$ cat src/rtl/spi_fpga_pkg.sv
// Shared constants and FSM state type for the SPI master/slave pair.
package spi_fpga_pkg;

  localparam int unsigned CPOL_IDLE_HIGH      = 1;
  localparam int unsigned CPHA_SAMPLE_LEADING = 0;
  localparam int unsigned MSB_FIRST           = 1;
  localparam int unsigned LSB_FIRST           = 0;

  typedef enum logic [1:0] {
    ST_IDLE,
    ST_SETUP,
    ST_TRANSFER,
    ST_HOLD
  } spi_state_e;

endpackage

$ cat src/rtl/spi_fpga_master.sv
// SPI master: one PACK_LENGTH-bit full-duplex word per rising edge of IN_LAUNCH.
module spi_fpga_master
  import spi_fpga_pkg::*;
#(
  parameter int BIT_PER_SECOND             = 12500000,
  parameter int CLOCK_FREQUENCY            = 50000000,
  parameter int PACK_LENGTH                = 8,
  parameter int CPOL                       = 0,
  parameter int CPHA                       = 0,
  parameter int PACK_BIT_SEQUENCE_TRANSMIT = 1,
  parameter int PACK_BIT_SEQUENCE_RECEIVE  = 1
) (
  input  logic                   IN_CLOCK,
  input  logic                   IN_RESET,
  input  logic                   IN_LAUNCH,
  input  logic [PACK_LENGTH-1:0] IN_DATA,
  input  logic                   IN_MISO,
  output logic                   OUT_MOSI,
  output logic                   OUT_CS,
  output logic                   OUT_SCLK,
  output logic [PACK_LENGTH-1:0] OUT_RECEIVE_DATA,
  output logic                   OUT_ACTION_DONE
);

  localparam int unsigned H  = CLOCK_FREQUENCY / (2 * BIT_PER_SECOND);
  localparam int unsigned CW = (H > 1) ? $clog2(H) : 1;
  localparam int unsigned BW = $clog2(PACK_LENGTH) + 1;
  localparam logic IDLE_LEVEL  = (CPOL == CPOL_IDLE_HIGH);
  localparam logic SAMPLE_LEAD = (CPHA == CPHA_SAMPLE_LEADING);
  localparam logic TX_MSB      = (PACK_BIT_SEQUENCE_TRANSMIT == MSB_FIRST);
  localparam logic RX_MSB      = (PACK_BIT_SEQUENCE_RECEIVE == MSB_FIRST);
  localparam logic [CW-1:0] CNT_LAST = CW'(H - 1);
  // Sampled-bit count seen at the final trailing edge.
  localparam logic [BW-1:0] BITS_LAST = SAMPLE_LEAD ? BW'(PACK_LENGTH) : BW'(PACK_LENGTH - 1);

  spi_state_e             r_state;
  logic                   r_launch_q, r_cs, r_sclk, r_mosi, r_done;
  logic [CW-1:0]          r_cnt;
  logic [BW-1:0]          r_bit_cnt;
  logic [PACK_LENGTH-1:0] r_tx, r_rx, r_rx_out;

  logic                   w_launch_edge, w_cnt_done, w_leading, w_last_edge;
  logic                   w_sample_edge, w_shift_edge, w_data_head, w_mosi_next;
  logic [PACK_LENGTH-1:0] w_tx_shifted, w_rx_shifted;

  assign w_launch_edge = IN_LAUNCH & ~r_launch_q;
  assign w_cnt_done    = (r_cnt == CNT_LAST);
  assign w_leading     = (r_sclk == IDLE_LEVEL);
  assign w_last_edge   = ~w_leading & (r_bit_cnt == BITS_LAST);
  assign w_sample_edge = (w_leading == SAMPLE_LEAD);
  assign w_shift_edge  = ~w_sample_edge & ~w_last_edge;

  assign w_data_head  = TX_MSB ? IN_DATA[PACK_LENGTH-1] : IN_DATA[0];
  assign w_tx_shifted = TX_MSB ? {r_tx[PACK_LENGTH-2:0], 1'b0} : {1'b0, r_tx[PACK_LENGTH-1:1]};
  // CPHA=0 already shows the head bit, so the next bit comes from the shifted word.
  assign w_mosi_next  = SAMPLE_LEAD ? (TX_MSB ? w_tx_shifted[PACK_LENGTH-1] : w_tx_shifted[0])
                                    : (TX_MSB ? r_tx[PACK_LENGTH-1] : r_tx[0]);
  assign w_rx_shifted = RX_MSB ? {r_rx[PACK_LENGTH-2:0], IN_MISO} : {IN_MISO, r_rx[PACK_LENGTH-1:1]};

  always_ff @(posedge IN_CLOCK) begin
    if (IN_RESET) begin
      r_state    <= ST_IDLE;
      r_launch_q <= 1'b0;
      r_cnt      <= '0;
      r_bit_cnt  <= '0;
      r_tx       <= '0;
      r_rx       <= '0;
      r_cs       <= 1'b1;
      r_sclk     <= IDLE_LEVEL;
      r_mosi     <= 1'b0;
      r_done     <= 1'b0;
      r_rx_out   <= '0;
    end else begin
      r_launch_q <= IN_LAUNCH;
      r_done     <= 1'b0;
      case (r_state)
        ST_IDLE: begin
          if (w_launch_edge) begin
            r_state   <= ST_SETUP;
            r_cs      <= 1'b0;
            r_tx      <= IN_DATA;
            r_rx      <= '0;
            r_cnt     <= '0;
            r_bit_cnt <= '0;
            r_mosi    <= SAMPLE_LEAD ? w_data_head : 1'b0;
          end else begin
            r_mosi <= 1'b0;
          end
        end
        ST_SETUP: begin
          if (w_cnt_done) begin
            r_cnt   <= '0;
            r_state <= ST_TRANSFER;
          end else begin
            r_cnt <= r_cnt + CW'(1);
          end
        end
        ST_TRANSFER: begin
          if (w_cnt_done) begin
            r_cnt  <= '0;
            r_sclk <= ~r_sclk;
            if (w_sample_edge) begin
              r_rx      <= w_rx_shifted;
              r_bit_cnt <= r_bit_cnt + BW'(1);
            end
            if (w_shift_edge) begin
              r_tx   <= w_tx_shifted;
              r_mosi <= w_mosi_next;
            end
            if (w_last_edge) r_state <= ST_HOLD;
          end else begin
            r_cnt <= r_cnt + CW'(1);
          end
        end
        ST_HOLD: begin
          if (w_cnt_done) begin
            r_cnt    <= '0;
            r_state  <= ST_IDLE;
            r_cs     <= 1'b1;
            r_mosi   <= 1'b0;
            r_rx_out <= r_rx;
            r_done   <= 1'b1;
          end else begin
            r_cnt <= r_cnt + CW'(1);
          end
        end
        default: r_state <= ST_IDLE;
      endcase
    end
  end

  assign OUT_MOSI         = r_mosi;
  assign OUT_CS           = r_cs;
  assign OUT_SCLK         = r_sclk;
  assign OUT_RECEIVE_DATA = r_rx_out;
  assign OUT_ACTION_DONE  = r_done;

endmodule

$ cat config.mk
export PLATFORM = sky130hd
export DESIGN_NAME = spi_fpga_master
export DESIGN_NICKNAME = d
export VERILOG_FILES = /design/src/rtl/spi_fpga_pkg.sv /design/src/rtl/spi_fpga_master.sv
export SDC_FILE = /design/constraint.sdc
export NUM_CORES = 1
export LEC_CHECK = 0
export ABC_CLOCK_PERIOD_IN_PS = 2400
export CAP_MARGIN = 20
export CORE_MARGIN = 2
export CORE_UTILIZATION = 45
export DETAILED_ROUTE_END_ITERATION = 16
export PLACE_DENSITY = 0.67
export SYNTH_ARGS = -nofsm -noshare
export SYNTH_HDL_FRONTEND = slang
export SYNTH_SLANG_ARGS = --single-unit
$ cat constraint.sdc
create_clock -name IN_CLOCK -period 2.4 [get_ports IN_CLOCK]
set_input_delay 0.48 -clock IN_CLOCK [delete_from_list [all_inputs] [get_ports IN_CLOCK]]
set_output_delay 0.48 -clock IN_CLOCK [all_outputs]
set_load 0.02 [all_outputs]
* After elaboration in Yosys (flattened, before gate mapping)
Cells that the tools add are included.
** Operators by class
- Add/subtract/negate cells :: 2
- Eq/ne operators :: 11
- Mux-type cells :: 29
- Bitwise operators :: 7
- Reductions and logical operators :: 13
** Operators by type and width (number)
- 8-bit two-way mux :: 3
- 7-bit two-way mux :: 3
- 8-bit case mux with 2 select lines :: 1
- 2-bit != test, second input constant :: 7
- 7-bit case mux with 2 select lines :: 1
- 4-bit two-way mux :: 3
- 4-bit AND reduction :: 3
- 2-bit two-way mux :: 5
- 1-bit two-way mux :: 8
- 2-bit case mux with 4 select lines :: 1
- 4-bit case mux with 2 select lines :: 1
- 5-bit AND reduction :: 1
- 4-bit by 1-bit adder with 4-bit output, second input constant :: 1
- 2-bit equality test, second input constant :: 2
- 4-bit equality test, second input constant :: 1
- 1-bit inverter :: 4
- 1-bit case mux with 2 select lines :: 2
- 2-bit AND reduction :: 2
- 2-bit nonzero test :: 2
- 1-bit bitwise AND :: 3
- 1-bit case mux with 3 select lines :: 1
- 3-bit AND reduction :: 1
- 3-bit nonzero test :: 1
- 3-bit OR reduction :: 1
- 4 further kinds :: 4
** Word-level totals
- Register bits after elaboration :: 35
- Input port bits :: 12

* Logic depth before layout (Yosys ltp)
- Depth in word-level cells :: 7
- Depth in mapped cells :: 8
- Mapped depth without buffers :: 6

* Least setup slack after synthesis
No wires, ideal clock.
- Kind :: register to register
- Start :: reg r_state[0]
- End :: reg r_tx[1]
- Arrival :: 1609 ps
- Required time :: 2267 ps
- Path slack :: 657 ps
- Stages on the path, launching flop included :: 9
- Path buffers :: 2
- Period minus slack after synthesis :: 1743 ps
- Cell sequence :: dfxtp_1 > inv_1 > ha_1 > buf_4 > nor2b_1 > a211o_1 > buf_2 > o21ai_1 > o41ai_2
** On the way
- Cells in the longest elaborated chain, start to end :: 3
** RTL lines
- start: declaration :: RTL line spi_fpga_master.sv:36 : spi_state_e r_state;
- start signal: assignment :: RTL line spi_fpga_master.sv:62 : r_state <= ST_IDLE;
- start signal: assignment :: RTL line spi_fpga_master.sv:79 : r_state <= ST_SETUP;
- start signal: assignment :: RTL line spi_fpga_master.sv:93 : r_state <= ST_TRANSFER;
- 2-bit equality test or 2-bit zero test (tied branches) :: RTL line spi_fpga_master.sv:76 : case (r_state)
- 2-bit != test (no line) or 2-bit nonzero test (tied branches)
- 4-bit AND reduction (no line)
- end signal: assignment :: RTL line spi_fpga_master.sv:107 : r_tx <= w_tx_shifted;
- end: declaration :: RTL line spi_fpga_master.sv:40 : logic [PACK_LENGTH-1:0] r_tx, r_rx, r_rx_out;
Parallel ways exist; a longest one is shown, timed or not.
A chain may end at the register's enable or synchronous reset.

* Worst setup path in the final report
- Start :: reg r_state[0]
- End :: reg r_tx[6]
Same word-level chain as after synthesis.

==> metrics.txt <==
status=completed; clock tree buffer depth=2; chip height=around 65 um; DRC=0; crit share post-route=81.7%; Nets=238; CP arrival=2.13 ns; Fillers=318; post-route ant nets=0; num rows=22; Reg area=701 um^2; crit path max fanout=14; PnR worst setup slack=0.440 ns; hold_buf cts=0; Setup crit end kind=register; largest net degree at the start of global routing=42; Num CTS Buffers=5; drt initial violations=about 120; CTS tree=built; Worst-Skew Late Latency=0.29 ns; met1 GRT Util=23.6%; Worst EP required=2.57 ns; DR vias=1509; clk root buf=clkbuf_8; Slowest cell on crit path=a211o_1; I/O pins=24; Final Hold Fails=0; Die Width=64.9 um; skew final=0.00546 ns; Tot Pwr=roughly 2.0 mW; Worst Setup Start Kind=register; HPWL Detailed=roughly 2500 um; # Max-Cap Violations=0; routing usage on met2=30.9%; reg2reg setup slack=~0.44 ns; CTS Sinks=35; Crit Path Category=register to register; number of synthesized register bits=35; synth warn=0; P per Cell Area=965 mW/mm^2; router iterations before antenna repair=4; Multi-input gate area=872 um^2; RSZ-0062 raised after global routing=no; Worst Reg-to-Reg Cells=6; vias per std cell=around 5.6; final setup vio count=0; Area Overhead vs Synth=23.0%; sequential area share after synthesis=42.0%; Sum Neg Setup Slack=0 ns; CP Capture Point=r_tx[6]$_SDFFE_PP0P_; cell-by-cell listing of the critical path=inv_1 > ha_1 > buf_4 > nor2_1 > a211o_1 > o41ai_1; most used routing layer=met2; first-pass GRT wire length=6150 um; WL final=3720 um; Routed wire per std cell=between 10 and 15 um; share of layout cells above drive strength 1=8.64%; Crit path largest cell delay=between 0.4 and 0.5 ns; Syn Nets=216; Post-Syn Instances=197; post-synth cell types=36; Post-CTS Setup Bufs=0; Pleak=~0.71 nW; GR Util met3=5.21%; Setup WS pre-CTS=0.296 ns; routability cong.=0.857; Tmin final=about 2 ns; post-CTS sizing=0; worst min path class=register to register; Critical R2R Launch=r_state[0]$_SDFFE_PP0P_; core area=around 0.0036 mm^2; H-tree depth=2; Crit. Startpoint=r_state[0]$_SDFFE_PP0P_; Worst VDD drop=between 400 and 500 uV; Clock transition at path regs=0.07 ns; R2R Path End=r_tx[6]$_SDFFE_PP0P_; Initial Util=between 40 and 50%; commonest non-fill, non-tap cell in the layout=dfxtp_1; initial antenna violation count=0; Buffers on Ports=23; total grt overflow=0; Fmax=about 0.51 GHz; Avg Cell Area, Syn=8.46 um^2; mapped cell area=0.00167 mm^2; max-slew headroom at the worst pin=68.2%; worst slew pin tran=0.477 ns; Slew Limit Fails=0; ANT cells=0; total global routing track utilization=18.9%; die area=0.00421 mm^2; vias in the first global route=1356; most frequent cells in the layout=35 x dfxtp_1, 26 x a21oi_1, 23 x clkdlybuf4s50_1
[worst min path at each step]
stage | startpoint | end | cells after the start | slack [ns]
final | OUT_RECEIVE_DATA[2]$_SDFFE_PP0P_ | OUT_RECEIVE_DATA[2]$_SDFFE_PP0P_ | 2 | 0.46
after global routing | OUT_RECEIVE_DATA[1]$_SDFFE_PP0P_ | OUT_RECEIVE_DATA[1]$_SDFFE_PP0P_ | 2 | 0.47
after CTS | OUT_RECEIVE_DATA[1]$_SDFFE_PP0P_ | OUT_RECEIVE_DATA[1]$_SDFFE_PP0P_ | 2 | 0.46
after detailed placement | OUT_RECEIVE_DATA[1]$_SDFFE_PP0P_ | OUT_RECEIVE_DATA[1]$_SDFFE_PP0P_ | 2 | 0.45
after global placement | OUT_RECEIVE_DATA[6]$_SDFFE_PP0P_ | OUT_RECEIVE_DATA[6]$_SDFFE_PP0P_ | 2 | 0.44
after floorplan | r_tx[6]$_SDFFE_PP0P_ | OUT_MOSI$_SDFFE_PP0P_ | 2 | 0.45
[worst max-delay path, delay by kind of cell (launching register included)]
| kind | cells | cell delay (ns) |
|---|---|---|
| AO/OA/AOI/OAI | 2 | 0.84 |
| adder cells (fa/ha/maj) | 1 | 0.22 |
| flip-flops | 1 | 0.35 |
| buffers and inverters | 2 | 0.36 |
| AND/OR/NAND/NOR | 1 | 0.08 |
[cells by family after synthesis]
kind of cell	after synthesis	share of synthesized area, %
fa+ha+maj	7	5.26
flops	35	42.0
xor+xnor	1	0.526
compound gates	64	23.9
mux	6	3.60
simple gates	61	19.1
buf+inv	23	5.63
[registers in the layout, summed over array words and instances (netlist names)]
register / count
r_bit_cnt: 4
OUT_ACTION_DONE: 1
OUT_SCLK: 1
r_launch_q: 1
OUT_RECEIVE_DATA: 8
OUT_CS: 1
r_state: 2
r_cnt: 1
OUT_MOSI: 1
r_rx: 8
r_tx: 7
[where the power goes]
part	switching (mW)	total [mW]	leakage, nW	internal [mW]
combinational	0.491	0.792	0.376	0.301
sequential	0.0515	0.714	0.284	0.662
clock	0.209	0.471	0.0515	0.262
[through the flow]
step	util [%]	cell area, um^2	hold WS (ns)	instances
2_1_floorplan	-	1670	0.448	197
3_3_place_gp	54.1	1950	0.443	260
3_5_place_dp	54.1	1950	0.448	260
4_1_cts	56.8	2050	0.458	268
5_1_grt	56.8	2050	0.470	268
6_report	56.8	2050	0.455	268
[cell usage after synthesis, drive strengths merged]
library cell / number / area, um^2
o31ai: 1 / 7.51
a2111oi: 1 / 8.76
ha: 7 / 87.6
a211o: 1 / 8.76
a311oi: 2 / 17.5
buf: 6 / 30.0
nand4b: 1 / 8.76
clkbuf: 10 / 37.5
a31oi: 1 / 6.26
o41ai: 6 / 67.6
a211oi: 1 / 7.51
xnor2: 1 / 8.76
o21ai: 19 / 95.1
nand2b: 2 / 12.5
nor2: 7 / 26.3
o21bai: 4 / 30.0
or4: 1 / 7.51
a31o: 1 / 8.76
and2: 1 / 6.26
a21oi: 26 / 130
nor3: 1 / 5.00
and2b: 1 / 7.51
nand2: 16 / 60.1
or3: 1 / 6.26
nor2b: 9 / 56.3
inv: 7 / 26.3
nand3: 9 / 45.0
o21ba: 1 / 10.0
dfxtp: 35 / 701
mux2i: 6 / 60.1
nand3b: 1 / 7.51
nand4: 11 / 68.8
[cell type report]
class,count,share of cell area (%)
timing repair buffer,31,14.2
inverter,7,1.28
multi-input combinational,139,42.6
sequential,35,34.2
tap,48,2.93
clock buffer,8,4.88
[per-layer routing]
| layer | vias up | wire, um |
|---|---|---|
| met3 | 4 | 126 |
| met4 | 0 | 38 |
| met1 | 723 | 1780 |
| li1 | 749 | - |
| met2 | 33 | 1780 |
| met5 | - | 0 |
No activity file was read; power rests on OpenSTA's default activity.
